File: config.mk
export PLATFORM = sky130hd
export DESIGN_NAME = comp_share_ctrl
export DESIGN_NICKNAME = d
export VERILOG_FILES = /design/src/rtl/comp_pkg.sv /design/src/rtl/comp_16b.sv /design/src/rtl/comp_share_ctrl_rr_pick.sv /design/src/rtl/comp_share_ctrl.sv
export SDC_FILE = /design/constraint.sdc
export NUM_CORES = 1
export LEC_CHECK = 0
export ABC_CLOCK_PERIOD_IN_PS = 2400
export CORE_ASPECT_RATIO = 0.7
export CORE_MARGIN = 2
export CORE_UTILIZATION = 33
export CTS_BUF_LIST = sky130_fd_sc_hd__clkbuf_16
export DETAILED_ROUTE_END_ITERATION = 10
export PLACE_DENSITY = 0.76
export REMOVE_ABC_BUFFERS = 1
export SLEW_MARGIN = 40
export SYNTH_ARGS = -nofsm -noshare
export SYNTH_HDL_FRONTEND = slang
export SYNTH_HIERARCHICAL = 1
export SYNTH_SLANG_ARGS = --single-unit
File: constraint.sdc
create_clock -name clk -period 2.4 [get_ports clk]
set_input_delay 0.48 -clock clk [delete_from_list [all_inputs] [get_ports clk]]
set_output_delay 0.48 -clock clk [all_outputs]
set_load 0.05 [all_outputs]
File: src/rtl/comp_pkg.sv
// Shared types for the shared-comparator controller and other comparator clients.
package comp_pkg;

  localparam int CMP_W = 16;

  typedef enum logic [1:0] {
    IDLE = 2'd0,
    CMP  = 2'd1,
    RESP = 2'd2
  } state_t;

  typedef struct packed {
    logic gt;
    logic lt;
    logic eq;
  } cmp_res_t;

  // Index width for a requester count; never below one bit.
  function automatic int idx_w(input int n);
    return (n <= 2) ? 1 : $clog2(n);
  endfunction

endpackage

File: src/rtl/comp_16b.sv
// 16-bit unsigned magnitude comparator, purely combinational.
module comp_16b (
  output logic        gt,
  output logic        lt,
  output logic        eq,
  input  logic [15:0] a,
  input  logic [15:0] b
);

  // Exactly one of the three flags is high for any operand pair.
  always_comb begin
    gt = (a > b);
    lt = (a < b);
    eq = (a == b);
  end

endmodule

File: src/rtl/comp_share_ctrl_rr_pick.sv
// Round-robin selector: first requester at or after last+1, wrapping.
module rr_pick
  import comp_pkg::*;
#(
  parameter int N_REQ = 4
) (
  input  logic [N_REQ-1:0]        req,
  input  logic [idx_w(N_REQ)-1:0] last,
  output logic [idx_w(N_REQ)-1:0] grant_idx,
  output logic                    any_req
);

  localparam int IW = idx_w(N_REQ);

  logic [IW-1:0] cand;

  // Walk the ring starting one past the last winner; the first hit wins.
  always_comb begin
    grant_idx = '0;
    any_req   = 1'b0;
    cand      = '0;
    for (int i = 1; i <= N_REQ; i++) begin
      cand = IW'((int'(last) + i) % N_REQ);
      if (!any_req && req[cand]) begin
        any_req   = 1'b1;
        grant_idx = cand;
      end
    end
  end

endmodule

File: src/rtl/comp_share_ctrl.sv
// Shares one comp_16b among N_REQ requesters: arbitrate, capture, compare, ack.
//
// state | meaning
// IDLE  | waiting for a request; arbitrates and captures operands on a hit
// CMP   | captured operands drive the comparator; result is registered
// RESP  | one-cycle ack to the granted requester; round-robin pointer moves
module comp_share_ctrl
  import comp_pkg::*;
#(
  parameter int N_REQ = 4,
  parameter int W     = 16
) (
  input  logic               clk,
  input  logic               rst,
  input  logic [N_REQ-1:0]   req,
  input  logic [N_REQ*W-1:0] a_in,
  input  logic [N_REQ*W-1:0] b_in,
  output logic [N_REQ-1:0]   ack,
  output logic               gt_out,
  output logic               lt_out,
  output logic               eq_out,
  output logic               busy
);

  localparam int IW = idx_w(N_REQ);

  if (W != CMP_W) begin : g_w_chk
    $error("comp_share_ctrl: W must equal %0d", CMP_W);
  end
  if (N_REQ < 2 || N_REQ > 8) begin : g_n_chk
    $error("comp_share_ctrl: N_REQ must be in 2..8");
  end

  state_t        state_q, state_d;
  logic [IW-1:0] grant_q, grant_d;
  logic [IW-1:0] last_q, last_d;
  logic [W-1:0]  a_q, a_d;
  logic [W-1:0]  b_q, b_d;
  cmp_res_t      res_q, res_d;

  logic [IW-1:0] pick_idx;
  logic          pick_any;
  logic [W-1:0]  a_sel;
  logic [W-1:0]  b_sel;
  logic          cmp_gt;
  logic          cmp_lt;
  logic          cmp_eq;

  rr_pick #(
    .N_REQ(N_REQ)
  ) u_pick (
    .req      (req),
    .last     (last_q),
    .grant_idx(pick_idx),
    .any_req  (pick_any)
  );

  comp_16b u_cmp (
    .gt(cmp_gt),
    .lt(cmp_lt),
    .eq(cmp_eq),
    .a (a_q),
    .b (b_q)
  );

  // Operand mux for the current arbitration winner.
  always_comb begin
    a_sel = '0;
    b_sel = '0;
    for (int i = 0; i < N_REQ; i++) begin
      if (pick_idx == IW'(i)) begin
        a_sel = a_in[i*W +: W];
        b_sel = b_in[i*W +: W];
      end
    end
  end

  // Next-state logic; operands are captured only at grant so later input changes are ignored.
  always_comb begin
    state_d = state_q;
    grant_d = grant_q;
    last_d  = last_q;
    a_d     = a_q;
    b_d     = b_q;
    res_d   = res_q;
    unique case (state_q)
      IDLE: begin
        if (pick_any) begin
          grant_d = pick_idx;
          a_d     = a_sel;
          b_d     = b_sel;
          state_d = CMP;
        end
      end
      CMP: begin
        res_d.gt = cmp_gt;
        res_d.lt = cmp_lt;
        res_d.eq = cmp_eq;
        state_d  = RESP;
      end
      RESP: begin
        last_d  = grant_q;
        state_d = IDLE;
      end
      default: state_d = IDLE;
    endcase
  end

  // Ack decode and status; ack exists only while in RESP, so reset kills it immediately.
  always_comb begin
    ack = '0;
    for (int i = 0; i < N_REQ; i++) begin
      ack[i] = (state_q == RESP) && (grant_q == IW'(i));
    end
    busy   = (state_q != IDLE);
    gt_out = res_q.gt;
    lt_out = res_q.lt;
    eq_out = res_q.eq;
  end

  // State and datapath registers; last resets to N_REQ-1 so requester 0 goes first.
  always_ff @(posedge clk) begin
    if (rst) begin
      state_q <= IDLE;
      grant_q <= '0;
      last_q  <= IW'(N_REQ - 1);
      a_q     <= '0;
      b_q     <= '0;
      res_q   <= '0;
    end else begin
      state_q <= state_d;
      grant_q <= grant_d;
      last_q  <= last_d;
      a_q     <= a_d;
      b_q     <= b_d;
      res_q   <= res_d;
    end
  end

endmodule

**Word level (Yosys, flattened, before mapping)**

Index checks and enable logic that the tools add are counted.

- Bits in registers: 41
- Input bits: 134
- Word-level logic and storage cells: 69

- $add $sub $neg: 4
- $lt $le $gt $ge: 6
- Eq/ne operators: 10
- Mux-type cells: 26
- Reductions and logical operators: 15

Operators with widths:

| cell | number |
|---|---|
| 2-to-1 mux 16 bit | 8 |
| == test 16 bit | 1 |
| greater-than comparator 16 bit | 1 |
| less-than comparator 16 bit | 1 |
| less-than comparator 2 x 3 -> 1 bit, second input constant | 4 |
| == test 2 bit, second input constant | 5 |
| 2-to-1 mux 2 bit | 5 |
| binary-select mux 1 bit (select 2 bit) | 4 |
| 2-to-1 mux 1 bit | 8 |
| logical AND 1 bit | 7 |
| == test 2 x 1 -> 1 bit, second input constant | 3 |
| zero test 2 bit | 3 |
| adder 2 x 1 -> 2 bit, second input constant | 2 |
| adder 2 bit, second input constant | 2 |
| one-hot mux 2 bit (2 select lines) | 1 |
| zero test 1 bit | 3 |
| != test 2 bit, second input constant | 1 |
| AND reduction 2 bit | 1 |
| nonzero test 2 bit | 1 |

**Logic depth before layout (Yosys ltp)**

Gate-level depths: netlist (run 1).

- Depth in word-level cells: 18
- Mapped depth: 8
- Gate-level depth less buffers: 8

**Hierarchy**

The synthesis (run 1) kept the hierarchy.

Modules (own cells, without submodules):

| module | times used | cells an instance | area an instance (um^2) | seq. area each (um^2) |
|---|---|---|---|---|
| comp_share_ctrl | 1 | 149 | 2124.5 | 820.8 |
| comp_16b | 1 | 59 | 436.7 | 0.0 |
| rr_pick | 1 | 14 | 91.3 | 0.0 |

**Worst setup path after synthesis (run 1)**

Ideal clock, no wire load.

- Path type: register -> output
- Start: register state_q[0]
- End: output ack[1]
- Arrival time: 1.684 ns
- Path slack: 0.236 ns
- Cell stages (with the launch flop): 3
- Buffers on the path: 0
- Cell sequence: dfxtp_1 nand2b_1 nor3b_1

- Longest elaborated chain between the ends: 2

Ends and longest elaborated chain:

| element | line | text |
|---|---|---|
| start: declaration | comp_share_ctrl.sv:34 | `state_t state_q, state_d;` |
| start signal: assignment | comp_share_ctrl.sv:131 | `state_q <= state_d;` |
| == test 2 bit | comp_share_ctrl.sv:113 | `ack[i] = (state_q == RESP) && (grant_q == IW'(i));` |
| logical AND 1 bit | comp_share_ctrl.sv:113 |  |
| end: declaration | comp_share_ctrl.sv:18 | `output logic [N_REQ-1:0] ack,` |

No other way between the ends.

**Worst setup path in the final report (run 1)**

- Start: register state_q[0]
- End: output ack[0]

The elaborated chain is that of the path after synthesis.

==> impl.org, run 1 <==
** Clock network
- In this run the deepest clock path goes through 2 buffers.
- The H-tree was split into 2 levels.
- CTS tree :: done
- In this run, CTS created clock tree buffers numbering 5.
- Post-CTS Hold Fix Bufs :: 0
- For this design, the sink count on the clock tree is 41.
- The clock reaches the later pin of the worst-skew pair after ~0.28 ns.
- Clock-pin slew was measured on the worst setup and hold paths at around 0.060 ns.
- Library cell used as clock root buffer :: sky130_fd_sc_hd__clkbuf_16

** Final layout
- Fillcell total :: 682
- Leading cell type in the layout, fill and taps excluded :: sky130_fd_sc_hd__clkdlybuf4s50_1
- In the layout the commonest cells are sky130_fd_sc_hd__clkdlybuf4s50_1, sky130_fd_sc_hd__dfxtp_1, sky130_fd_sc_hd__a22o_1, sky130_fd_sc_hd__mux4_2, sky130_fd_sc_hd__inv_1.
- Once layout is complete, the utilization of the core stands at between 50% and 60%.
- Area taken by multi-input logic gates :: roughly 0.0017 sq mm
- The post-route netlist has 17.4% of its cells at a drive strength greater than 1.
- Area Growth Syn to Fin :: 69.6%
- Footprint of the flip-flops and latches :: 821 sq um
- Number of diodes :: 0
- The final layout contains around 520 nets.

** Critical path
- For the worst setup path, the data arrival time is approximately 1.8 ns.
- The worst setup path is of the reg -> out kind.
- The kind of cell with the highest combined delay along the critical path is buffers and inverters.
- Largest stage delay on the critical path :: a little over 0.8 ns
- Critical path buffers and inverters :: 1
- R2R Path Start :: last_q[1]$_SDFFE_PP1P_
- Element type at the critical path end :: output pin
- The largest individual stage delay along the critical path comes from the cell sky130_fd_sc_hd__clkdlybuf4s50_1.
- Critical Path RT :: 1.92 ns
- CP Launch Type :: register
- The endpoint identified for the worst register-to-register timing path is b_q[11]$_SDFFE_PP0P_.
- In this run the worst path has a maximum fanout of 5.
- Walking the worst path, the cells encountered are nand2b_1, nor3_1, clkdlybuf4s50_1.
- Counting cells, the worst reg-to-reg path comes to 7.
- The setup check on the worst reg-to-reg path leaves a slack of about 0.37 ns.

** STA
- Measured against its own limit, the worst slew margin works out to about two thirds.
- On the final layout, the worst clock skew is between 0.003 and 0.004 ns.
- Counting I/O delays and the setup requirement, the final critical path takes between 2 and 2.5 ns.
- The count of final max-slew check failures is 0.
- Slew at the pin closest to its max-slew limit :: 0.512 ns
- Setup repair after global routing left no endpoint under its margin.
- Period Utilization, post-route :: between 90% and 100%
- Hold violation count in the final report :: 0
- Max Clk Rate :: approximately 0.43 GHz
- Adding up every negative setup slack in the final design gives 0 ns.
- # setup viols final :: 0

** Power and ir drop
- In this run the power density over the cells is between 500 and 600 mW/mm^2.
- Power consumption :: about 2500 uW
- Largest vdd supply drop :: between 0.0002 and 0.0003 V
- Leakage power of the design :: roughly 0.0018 uW

** Logic synthesis
- Sequential cells were found to cover roughly 31% of the synthesized design area.
- The Yosys step of the flow raised 6 warnings.
- Count of distinct cell types in the synthesized netlist :: 38
- Post-synthesis instance area :: 0.00265 sq mm
- The average instance in the mapped netlist occupies about 12 sq um.
- After synthesis the netlist holds a flip-flop and latch count of 41.
- Synthesis produced between 200 and 250 cells.

** Floorplanning
- The die covers 0.00878 sq mm.
- The floorplan has 27 rows.
- From left edge to right edge, the die measures between 100 and 150 um.
- For this design the top-level I/O count stands at between 100 and 150.
- The region available for standard cell placement spans ~0.0078 sq mm.
- Starting Density :: between 30% and 40%
- Y dimension of the die :: between 70 and 80 um

** Global routing
- Overflow left after global routing :: 0
- The number of antenna violations at the first check in global routing was 0.
- Pin count of the biggest net entering global routing :: 19
- Global routing used between 10% and 20% of the available tracks.
- The first global-routing pass estimated about 12000 um of wire.
- The via count of the first global-routing pass came to 2622.

** Routing
- In the final routed layout, each cell accounts on average for 15.8 um.
- DRC viols :: 0
- Vias post-DR :: around 2400
- Drt via density :: about 5
- After detailed routing, the total wire length is around 7500 um.
- The first routing iteration left between 100 and 150 violations.
- The count of nets left with antenna violations once routing finished came out at 0.
- First-pass detailed-route iteration total :: 4

** Outcome
- Run status :: completed

** Flow run
- Max capacitance violation total :: 0

** Place
- Routability-driven placement finished with a final weighted congestion of approximately 0.78.
- In this run the tool buffered the top-level ports with 141 buffer cells.
- Detailed placement finished with a half-perimeter wire length of between 6000 and 7000 um.

** Worst hold path
- Launch point of the worst hold path :: b_q[5]$_SDFFE_PP0P_
- Worst hold path cell count :: 1
- Path type of the worst min-delay path :: reg -> reg
- The path with the worst hold slack has its endpoint at b_q[5]$_SDFFE_PP0P_.
## cells by family after synthesis
group                      Yosys count  synth area share (%)
AOI/OAI and AO/OA                   49                  15.3
and+or+nand+nor                     43                  9.15
DFF                                 41                  30.9
muxes                               38                  29.9
buffers and inverters               35                  7.17
adders and majority gates           16                  7.55
## how the worst max path moves through the flow
stage | from | endpoint | slack [ns] | depth (start not counted)
after floorplan | req[2] | b_q[5]$_SDFFE_PP0P_ | -0.86 | 5
after global routing | req[2] | b_q[11]$_SDFFE_PP0P_ | 0.007 | 8
final | state_q[0]$_SDFFE_PP0P_ | ack[0] | 0.1 | 3
after global placement | req[2] | b_q[10]$_SDFFE_PP0P_ | -0.16 | 8
after detailed placement | req[2] | b_q[11]$_SDFFE_PP0P_ | -0.22 | 8
after CTS | state_q[0]$_SDFFE_PP0P_ | ack[1] | 0.001 | 3
## worst reg2reg max path, delay by kind of cell, from the launching register on
kind	cells	cell delay [ns]
and+or+nand+nor	1	0.16
AOI/OAI and AO/OA	3	0.51
DFF	1	0.44
muxes	1	0.49
buffers and inverters	2	0.33
## synth_stat cells, drive strengths merged
master  count  area (sq um)
dfxtp      41           821
a22o       33           289
mux4       32           732
inv        19          71.3
ha         16           200
nor2       11          41.3
buf        10          96.4
nand2       8          30.0
a21oi       7          38.8
clkbuf      6          22.5
mux2i       6          60.1
nand2b      5          31.3
nor3        4          20.0
nor2b       3          18.8
a21o        2          16.3
nand3b      2          15.0
nand4       2          18.8
nor3b       2          20.0
a21boi      1          11.3
a31oi       1          6.26
a41oi       1          8.76
and2b       1          7.51
and3        1          6.26
and4        1          8.76
nor4        1          12.5
o211ai      1          7.51
o21ai       1          5.00
o221ai      1          15.0
o31a        1          8.76
or2         1          6.26
or3         1          6.26
## sequential cells by signal, summed over array words and instances, names as in the netlist
signal   count
a_q         16
lt_out       1
b_q         16
last_q       2
eq_out       1
gt_out       1
state_q      2
grant_q      2
## per-layer routing
| metal | vias to the layer above | routed length, um | GRT usage (%) |
|---|---|---|---|
| met5 | - | 0 | 0 |
| met4 | 0 | 53 | 3.70 |
| met3 | 5 | 486 | 3.89 |
| met2 | 83 | 3800 | 32.2 |
| met1 | 1155 | 3190 | 20.8 |
| li1 | 1168 | - | - |
## metrics by stage
stage | hold WS, ns | instances | cell area [sq um] | setup WS [ns]
after floorplan | 0.442 | 206 | 2530 | -0.862
after detailed placement | 0.463 | 460 | 4280 | -0.216
after CTS | 0.479 | 468 | 4440 | 0.00108
after global placement | 0.462 | 460 | 4280 | -0.159
after global routing | 0.496 | 475 | 4500 | 0.00651
final | 0.477 | 475 | 4500 | 0.0996
## where the power goes
group,internal [uW],switching [uW]
Sequential,769,55.5
Clock,483,255
Combinational,574,364
## cell type report
cell class	instances	share of cell area, %
clock buffer	5	2.78
tap	101	2.81
sequential	41	18.2
multi-input combinational	146	37.1
inverter	19	1.59
timing repair buffer	160	36.7
clock inverter	3	0.834
## repair_timing
action	CTS	global route
endpoints found under the setup margin	0	8
setup buffers	0	7
gates resized for setup	0	3
Power figures use the tool's default switching activity.
==> inputs of run 2 (changes only) <==
Settings changed: ABC_CLOCK_PERIOD_IN_PS 2400 to 2500.
Clock period 2.4 ns to 2.5 ns, I/O delays scaled along.
==> run 2 against run 1 <==
Effect of this change:
- combinational power decreased by 7.5%
- worst hold slack improved by 0.0024 ns
- clock power decreased by 2.8%
- routed wire length decreased by 2.4%
- non-clock buffer count decreased by 8
- global-route usage decreased by 0.13 points
- critical path depth unchanged
- sequential power decreased by 4.2%
- register-to-register slack improved by 0.05 ns
- via count decreased by 1.7%
- core utilization decreased by 1.1 points
- largest cell class unchanged
==> impl.org, run 2 (synthesized netlist as in run 1, its figures left out) <==
** Global routing
- Global Route Usage Sum :: 17.2% (was 17.3%)
- The number of antenna violations at the first check in global routing was 0 (unchanged).
- Pin count of the biggest net entering global routing :: 19 (unchanged)
- Overflow left after global routing :: 0 (unchanged)
- The via count of the first global-routing pass was 2605 (was 2622).
- First-pass GRT wire length :: 12100 um (was 12200 um)

** Routing
- The final antenna-violating net count was 0 (unchanged).
- The aggregate routed wire length came to 7340 um (was 7520 um).
- The routed length per instance is 15.7 um (was 15.8 um).
- The number of optimization iterations in the first detailed-route pass is 4 (unchanged).
- DRC viols :: 0 (unchanged)
- Vias post-DR :: 2369 (was 2411)
- The per-cell via count in the routed design is 5.07 (was 5.08).
- Initial DRC Count :: 66 (was 102)

** Critical path
- Highest-delay cell along the critical path :: sky130_fd_sc_hd__clkdlybuf4s50_1 (unchanged)
- Largest stage delay on the critical path :: 0.79 ns (was 0.82 ns)
- The reg2reg setup slack is 0.42 ns (was 0.37 ns).
- CP Launch Type :: register (unchanged)
- The capture instance of the worst register-to-register path is b_q[11]$_SDFFE_PP0P_ (unchanged).
- Worst path cell trace :: nor2b_1, and3_1, clkdlybuf4s50_1 (was nand2b_1, nor3_1, clkdlybuf4s50_1)
- The class of the most critical setup path is reg -> out (unchanged).
- The critical-path maximum fanout was 5 (unchanged).
- R2R Path Start :: last_q[1]$_SDFFE_PP1P_ (unchanged)
- Data arrival time of the critical path :: 1.85 ns (was 1.82 ns)
- The endpoint class of the critical path was an output pin (unchanged).
- The required time of the worst setup path is 2.00 ns (was 1.92 ns).
- The depth of the worst register-to-register path is 7 (unchanged).

** Worst hold path
- The depth of the worst hold-timing path was 1 (unchanged).
- The class of the tightest hold or removal check was reg -> reg (unchanged).
- The beginning of the worst hold path is b_q[5]$_SDFFE_PP0P_ (unchanged).
- WHS Endpoint :: b_q[5]$_SDFFE_PP0P_ (unchanged)

** Final layout
- The area of the multi-input gates is 0.00167 sq mm (unchanged).
- Top flop regs: a_q: 16 flops, b_q: 16 flops (unchanged).
- Number of diodes :: 0 (unchanged)
- The net total in the final layout was 515 (was 523).
- Fillcell total :: 661 (was 682)
- Layout cell share with drive strength beyond 1 :: 15.8% (was 17.4%)
- Area Growth Syn to Fin :: 66.5% (was 69.6%)
- Leading cell type in the layout, fill and taps excluded :: sky130_fd_sc_hd__clkdlybuf4s50_1 (unchanged)
- Highest-count cells in the layout ignoring fill and taps: sky130_fd_sc_hd__clkdlybuf4s50_1, sky130_fd_sc_hd__dfxtp_1, sky130_fd_sc_hd__a22o_1, sky130_fd_sc_hd__mux4_2, sky130_fd_sc_hd__inv_1 (unchanged).
- Final Cell Area :: 0.00442 sq mm (was 0.00450 sq mm)
- The footprint of the flip-flops and latches came to 821 sq um (unchanged).

** STA
- The worst clock skew on the final layout came to 0.00390 ns (was 0.00331 ns).
- The count of final max-slew check failures was 0 (unchanged).
- The slew at the pin closest to its max-slew limit is 0.510 ns (was 0.512 ns).
- Final setup margin :: 0.149 ns (was 0.0996 ns)
- Tightest hold margin :: 0.479 ns (was 0.477 ns)
- Shortest clock period the worst path allows after layout :: about 2.4 ns
- Max Clk Rate :: between 0.4 and 0.5 GHz
- The accumulated negative setup slack was 0 ns (unchanged).
- RSZ-0062 raised after global routing :: false (unchanged)
- Period Utilization, post-route :: approximately 94%
- Hold violation count in the final report :: 0 (unchanged)
- The total setup violations reported at the end of the flow is 0 (unchanged).
- The worst-case headroom to the max-slew limit is 65.9% (was 65.8%).

** Clock network
- CTS tree :: done (unchanged)
- The clock latency of the later-clocked register in the worst-skew pair is 0.28 ns (about the same).
- Clock-pin slew on the worst setup and hold paths :: 0.06 ns (about the same)
- The number of post-CTS setup repair buffers came to 0 (unchanged).
- The number of H-tree branching levels came to 2 (unchanged).
- Library cell used as clock root buffer :: sky130_fd_sc_hd__clkbuf_16 (unchanged)
- Number of buffers created by CTS :: 5 (unchanged)
- Number of sinks handled by clock tree synthesis :: 41 (unchanged)
- The maximum root-to-sink buffer count was 2 (unchanged).

** Power and ir drop
- The overall power was 2370 uW (was 2500 uW).
- Combinational cell fraction of total power :: 36.6% (was 37.5%)
- Power per cell area :: 538 mW/mm^2 (was 556 mW/mm^2)
- Clock network fraction of design power :: 30.2% (was 29.5%)
- Switching Power :: 641 uW (was 674 uW)
- The maximum VDD drop is 0.000280 V (was 0.000255 V).
- The switching power as a share of total power is 27.0% (about the same).
- The part of the total power dissipated in sequential elements came to 33.2% (was 33.0%).
- Leakage power of the design :: 0.00177 uW (was 0.00184 uW)
- The internal power summed over all cells is 1730 uW (was 1830 uW).

** Place
- The total placed instance area came to 0.00424 sq mm (was 0.00428 sq mm).
- The number of input and output port buffers inserted was 141 (unchanged).
- The global placement routability congestion was 0.762 (was 0.778).
- The placed wire-length estimate after detailed placement was 6070 um (was 6160 um).
- The pre-CTS worst setup slack is -0.144 ns (was -0.216 ns).

** Floorplanning
- Width of the die :: 111 um (unchanged)
- The total core area was 0.00784 sq mm (unchanged).
- The number of standard-cell rows in the floorplan is 27 (unchanged).
- Y dimension of the die :: 79.0 um (unchanged)
- The starting density of the core is 33.8% (unchanged).
- Die outline area :: 0.00878 sq mm (unchanged)
- The top-level I/O count is 142 (unchanged).

** Outcome
- Run status: completed (unchanged).

** Flow run
- The max-cap check violation count is 0 (unchanged).
[run 2: cell types whose count changed in the layout (fill, tap and decap cells not counted)]
cell,change
sky130_fd_sc_hd__inv_1,-1
sky130_fd_sc_hd__dlymetal6s2s_1,-1
sky130_fd_sc_hd__buf_12,-2
sky130_fd_sc_hd__buf_4,-6
sky130_fd_sc_hd__clkinvlp_4,+1
sky130_fd_sc_hd__clkdlybuf4s50_1,+1
[run 2: final cells by class]
cell class | count | share of cell area (%)
Timing Repair Buffer | 152 | 35.4
Sequential cell | 41 | 18.6
Inverter | 19 | 1.62
Tap cell | 101 | 2.86
Clock buffer | 5 | 2.83
Multi-Input combinational cell | 146 | 37.8
Clock inverter | 3 | 0.935
[run 2: power by group through the flow]
stage                     Clock [uW]  Combinational (uW)  Sequential (uW)
after floorplan                    0                 478              808
after global placement             0                 856              802
after detailed placement           0                 879              804
after CTS                        732                 884              790
after global routing             763                 950              800
final                            717                 868              789
[run 2: routing by layer]
metal | GRT usage [%] | part of all wire [%]
met5 | 0 | 0
met4 | 3.58 | 0.75
met3 | 4.05 | 6.6
met2 | 31.7 | 50
met1 | 20.8 | 43
[run 2: metrics by stage]
stage	util [%]	std cells
detailed placement	54.2	459
global route	56.3	467
finish	56.3	467
CTS	56.3	467
global placement	54.2	459
floorplan	-	206
[run 2: how the worst max path moves through the flow]
stage | from | endpoint | slack (ns) | depth (start not counted)
2_1_floorplan | req[2] | b_q[5]$_SDFFE_PP0P_ | -0.78 | 5
3_3_place_gp | req[2] | b_q[10]$_SDFFE_PP0P_ | -0.08 | 8
3_5_place_dp | req[2] | b_q[11]$_SDFFE_PP0P_ | -0.14 | 8
4_1_cts | state_q[0]$_SDFFE_PP0P_ | ack[1] | 0.11 | 3
5_1_grt | state_q[1]$_SDFFE_PP0P_ | ack[3] | 0.02 | 3
6_report | state_q[1]$_SDFFE_PP0P_ | ack[3] | 0.15 | 3
[run 2: repair_timing]
action | CTS | global route
hold buffers | 0 | 0
endpoints found under the setup margin | 0 | 2
hold endpoints to repair | 0 | 0
resized for setup | 0 | 2
[run 2: worst max-delay path, delay by kind of cell (launching register included)]
family	cells	cell delay [ns]
flip-flops	1	0.39
buffers and inverters	1	0.79
AND/OR/NAND/NOR	2	0.40
